--- src/rtl/de2_input_ctrl.sv ---
// DE2 switch/push-button input peripheral: two-flop synchronizers, sampled
// 3-of-3 debounce, sticky press events and a 4-word CPU register file with irq.
module de2_input_ctrl #(
    parameter int SAMPLE_PERIOD = 67500,
    parameter int PRESC_W       = 17
) (
    input  logic        clk,
    input  logic        rst,
    input  logic [17:0] sw_in,
    input  logic [3:0]  key_in,
    input  logic [1:0]  addr,
    input  logic        rd_en,
    input  logic        wr_en,
    input  logic [31:0] wr_data,
    output logic [31:0] rd_data,
    output logic        irq
);

    localparam logic [PRESC_W-1:0] PRESC_MAX = PRESC_W'(SAMPLE_PERIOD - 1);

    logic [17:0]        sw_s1, sw_s2, sw_h0, sw_h1, db_sw, sw_stable, db_sw_next;
    logic [3:0]         key_s1, key_s2, key_h0, key_h1, db_key, key_stable, db_key_next;
    logic [3:0]         evt, evt_next, key_fall, evt_clr;
    logic [PRESC_W-1:0] presc;
    logic               tick;
    logic               irq_en;
    logic [31:0]        reg_val;
    logic               unused_wr_bits;

    assign unused_wr_bits = ^wr_data[31:4];
    assign tick = (presc == PRESC_MAX);

    // A bit's debounced value moves only when the new sample agrees with both
    // history samples, i.e. three consecutive equal samples.
    always_comb begin
        sw_stable   = ~(sw_s2 ^ sw_h0) & ~(sw_s2 ^ sw_h1);
        key_stable  = ~(key_s2 ^ key_h0) & ~(key_s2 ^ key_h1);
        db_sw_next  = db_sw;
        db_key_next = db_key;
        if (tick) begin
            db_sw_next  = (db_sw & ~sw_stable) | (sw_s2 & sw_stable);
            db_key_next = (db_key & ~key_stable) | (key_s2 & key_stable);
        end
    end

    // rd_en/wr_en are single-cycle strobes with no ready: each asserted cycle is
    // exactly one access, and a write always completes on the edge it is seen.
    always_comb begin
        key_fall = db_key & ~db_key_next;
        evt_clr  = (wr_en && addr == 2'd2) ? wr_data[3:0] : 4'h0;
        evt_next = (evt & ~evt_clr) | key_fall;
    end

    always_comb begin
        reg_val = 32'h0;
        case (addr)
            2'd0: reg_val = {14'h0, db_sw};
            2'd1: reg_val = {28'h0, ~db_key};
            2'd2: reg_val = {28'h0, evt};
            2'd3: reg_val = {31'h0, irq_en};
            default: reg_val = 32'h0;
        endcase
    end

    always_ff @(posedge clk) begin
        if (!rst) begin
            sw_s1   <= 18'h0;
            sw_s2   <= 18'h0;
            sw_h0   <= 18'h0;
            sw_h1   <= 18'h0;
            db_sw   <= 18'h0;
            key_s1  <= 4'hF;
            key_s2  <= 4'hF;
            key_h0  <= 4'hF;
            key_h1  <= 4'hF;
            db_key  <= 4'hF;
            presc   <= '0;
            evt     <= 4'h0;
            irq_en  <= 1'b0;
            irq     <= 1'b0;
            rd_data <= 32'h0;
        end else begin
            sw_s1  <= sw_in;
            sw_s2  <= sw_s1;
            key_s1 <= key_in;
            key_s2 <= key_s1;
            presc  <= tick ? '0 : presc + PRESC_W'(1);
            if (tick) begin
                sw_h0  <= sw_s2;
                sw_h1  <= sw_h0;
                key_h0 <= key_s2;
                key_h1 <= key_h0;
            end
            db_sw  <= db_sw_next;
            db_key <= db_key_next;
            evt    <= evt_next;
            irq    <= irq_en & (|evt_next);
            if (wr_en && addr == 2'd3)
                irq_en <= wr_data[0];
            if (rd_en)
                rd_data <= reg_val;
        end
    end

endmodule

--- config.mk ---
export PLATFORM = sky130hd
export DESIGN_NAME = de2_input_ctrl
export DESIGN_NICKNAME = d
export VERILOG_FILES = /design/src/rtl/de2_input_ctrl.sv
export SDC_FILE = /design/constraint.sdc
export NUM_CORES = 1
export LEC_CHECK = 0
export ABC_AREA = 1
export CORE_UTILIZATION = 25
export DETAILED_ROUTE_END_ITERATION = 10
export GPL_TIMING_DRIVEN = 0
export PLACE_DENSITY = 0.51
export SYNTH_ARGS = -nofsm -noshare
export SYNTH_HDL_FRONTEND = slang
export SYNTH_SLANG_ARGS = --single-unit
--- constraint.sdc ---
create_clock -name clk -period 3.31 [get_ports clk]
set_input_delay 0.662 -clock clk [delete_from_list [all_inputs] [get_ports clk]]
set_output_delay 0.662 -clock clk [all_outputs]
set_load 0.005 [all_outputs]
==> impl_metrics.toml <==
[floorplan]
rows = 55
start_util_pct = 25.6
die_x_microns = 155
ios = 93
core_area_sq_um = 22800
fp.dieArea_sq_um = 23900
die_y_microns = 155

[clocking]
clk_pin_slew_ns = 0.06
htreeDepth = 4
cts_resized = 0
clock-sinks = 151
cts.path.max_buffers = 2
ctsHoldBuffers = 0
tritoncts = "done"
clockRootBuffer = "clkbuf_16"
cts_buffers = 17
post-cts-setup-buffer-count = 0
worstSkewPairLatency_ns = 0.42

[pwr]
clkPwrFrac_pct = 47.1
vdd_drop_max_mv = 0.350
pwr-share-seq_pct = 47.9
power_switching_uw = 838
p_leak_uw = 0.00300
power_uw = 3910
swShare_pct = 21.4
combPwrFrac_pct = 5.0
p_per_area_nw_per_um2 = 535
internal-power_uw = 3080

[worst_setup_path]
path_cells = "clkdlybuf4s50_1 -> inv_1 -> clkbuf_1 -> clkbuf_1 -> o21ai_0"
arrival_ns = 2.54
endpoint_kind = "flip-flop"
crit_required_ns = 3.59
reg2reg_depth = 11
r2r-end = "sw_h1[16]$_SDFFE_PN0N_"
crit_type = "in2reg"
slowest_delay_ns = 0.53
critPathMaxFanout = 10
ff2ff_setup_slack_ns = 1.33
cpMostUsedCell = "clkbuf_1"
cpMaxStageDelayCell = "clkdlybuf4s50_1"
reg2reg_from = "presc[0]$_SDFF_PP0_"
crit_path_start_kind = "input port"

[logic_synthesis]
synth_area_sq_um = 5830
syn_avg_cell_area_sq_um = 7.84
synth_edf_count = 0
ys_types = 34
async_flop_share_pct = 0
yosys_warnings = 0
synth-main-ff-cell = "dfxtp_1"
netlist_instances = 743
synth_seq_area_share_pct = 51.9
synth-seq-cells = 151

[drt]
viasPerCell = 4.11
vias = 4720
drc = 0
wl_per_cell_microns = 12.0
drt-total-wl_microns = 13800
ant_nets = 0
drtPass1Iterations = 4
drtIter0Drc = 332

[min_path]
hold_start = "key_s1[0]$_SDFF_PN1_"
whs_path_depth = 1
holdPathEnd = "key_s2[0]$_SDFF_PN1_"
hold_class = "reg2reg"

[timing]
slew_viol_final = 0
rsz0062_at_grt = "no"
setup_violations = 0
finClkSkew_ns = 0.00655
relSlewSlack_pct = 50.8
tns_ns = 0
period_minus_slack_ns = 2.27
hold_viol_final = 0
tightest_slew_ns = 0.739
fmax_ghz = 0.441
finalCritPeriodShare_pct = 68.4
fin_hold_ws_ns = 0.411

[final_layout]
drive_above_1_share_pct = 10.8
finish.instance_area_sq_um = 7320
antenna_cells = 0
finish.net_count = 884
final_core_util_pct = 32.1
syn2layout_area_growth_pct = 25.6

[run_status]
run_status = "complete, no violations"

[global_routing]
grt_pass1_wl_microns = 22300
overflow = 0
antenna_found_initial = 0
track_usage_pct = 12.0
grt_max_degree = 17
grt_pass1_vias = 4417

[placed_design]
port_buffers = 48
place_congestion = 0.777
placed_area_sq_um = 6750
hpwl_microns = 10200

[job]
cap_violations = 0
## per-layer routing
layer | track usage [%] | wire length [microns] | up-vias
met5 | 0 | 0 | -
met4 | 4.34 | 156 | 0
met3 | 2.66 | 452 | 11
met2 | 19.6 | 6320 | 80
met1 | 15.6 | 6880 | 2104
li1 | - | - | 2525
## worst max path at each step
stage / startpoint / endpoint / slack, ns
global placement: rst / sw_h1[2]$_SDFFE_PN0N_ / 0.57
detailed placement: rst / sw_h1[2]$_SDFFE_PN0N_ / 0.61
floorplan: addr[0] / irq$_SDFF_PN0_ / 1.68
finish: rst / sw_h1[2]$_SDFFE_PN0N_ / 1.04
CTS: rst / sw_h1[2]$_SDFFE_PN0N_ / 1.03
global route: rst / sw_h1[2]$_SDFFE_PN0N_ / 0.92
## kinds of logic after synthesis
logic type / share of synthesized area [%]
flip-flops: 51.9
XOR/XNOR: 0.301
AO/OA/AOI/OAI: 14.4
AND/OR/NAND/NOR: 22.1
buffers and inverters: 11.0
other: 0.0644
adder cells (fa/ha/maj): 0.215
## cell usage after synthesis, types with 2 or more instances
library cell,count,area [sq um]
nand4_1,7,43.8
o21ai_0,67,335
nor2_4,3,33.8
a41oi_1,3,26.3
a21oi_1,54,270
nor3b_1,2,15.0
nand3_1,48,240
buf_4,19,143
a211oi_2,8,100
inv_1,97,364
nor3_1,15,75.1
nor2_1,61,229
nand2_1,135,507
or2_2,8,50.1
clkbuf_1,21,78.8
nand2_2,5,31.3
nor2_2,3,18.8
dfxtp_1,151,3020
o21ai_1,7,35.0
buf_2,4,20.0
inv_2,3,11.3
a31oi_1,10,62.6
## critical path: cells and delay by family
family	cells	cell delay (ns)
buffers and inverters	4	1.70
AOI/OAI and AO/OA	1	0.17
## power groups by stage
stage,Sequential (uW),Clock (uW),Combinational (uW)
global placement,1920,0,198
global route,1880,1960,218
floorplan,1910,0,101
detailed placement,1920,0,197
CTS,1880,1890,198
finish,1880,1840,195
## stage by stage
stage	setup slack, ns	instances
5_1_grt	0.915	1149
6_report	1.04	1149
3_3_place_gp	0.574	1117
2_1_floorplan	1.68	756
3_5_place_dp	0.608	1117
4_1_cts	1.03	1149
## placed cells by master, fill, tap and decap left out, types with 2 or more instances in the layout
| master | count |
|---|---|
| a211oi_2 | 8 |
| a21oi_1 | 54 |
| a31oi_1 | 10 |
| a41oi_1 | 3 |
| buf_2 | 4 |
| buf_4 | 19 |
| clkbuf_1 | 23 |
| clkbuf_16 | 17 |
| clkbuf_8 | 5 |
| clkdlybuf4s50_1 | 48 |
| clkinv_2 | 5 |
| clkinvlp_4 | 2 |
| conb_1 | 14 |
| dfxtp_1 | 151 |
| inv_1 | 97 |
| inv_2 | 3 |
| nand2_1 | 135 |
| nand2_2 | 5 |
| nand3_1 | 48 |
| nand4_1 | 7 |
| nor2_1 | 61 |
| nor2_2 | 3 |
| nor2_4 | 3 |
| nor3_1 | 15 |
| nor3b_1 | 2 |
| o21ai_0 | 67 |
| o21ai_1 | 7 |
| or2_2 | 8 |
## area by class of cell
cell class | count | area (sq um)
Clock inverter | 8 | 70.1
Timing Repair Buffer | 48 | 480
Fill cell | 2428 | 15500
Sequential cell | 151 | 3020
Clock buffer | 24 | 502
Multi-Input combinational cell | 458 | 2210
Tap cell | 313 | 392
Inverter | 102 | 388
Buffer | 45 | 253
No activity file was read; power rests on OpenSTA's default activity.
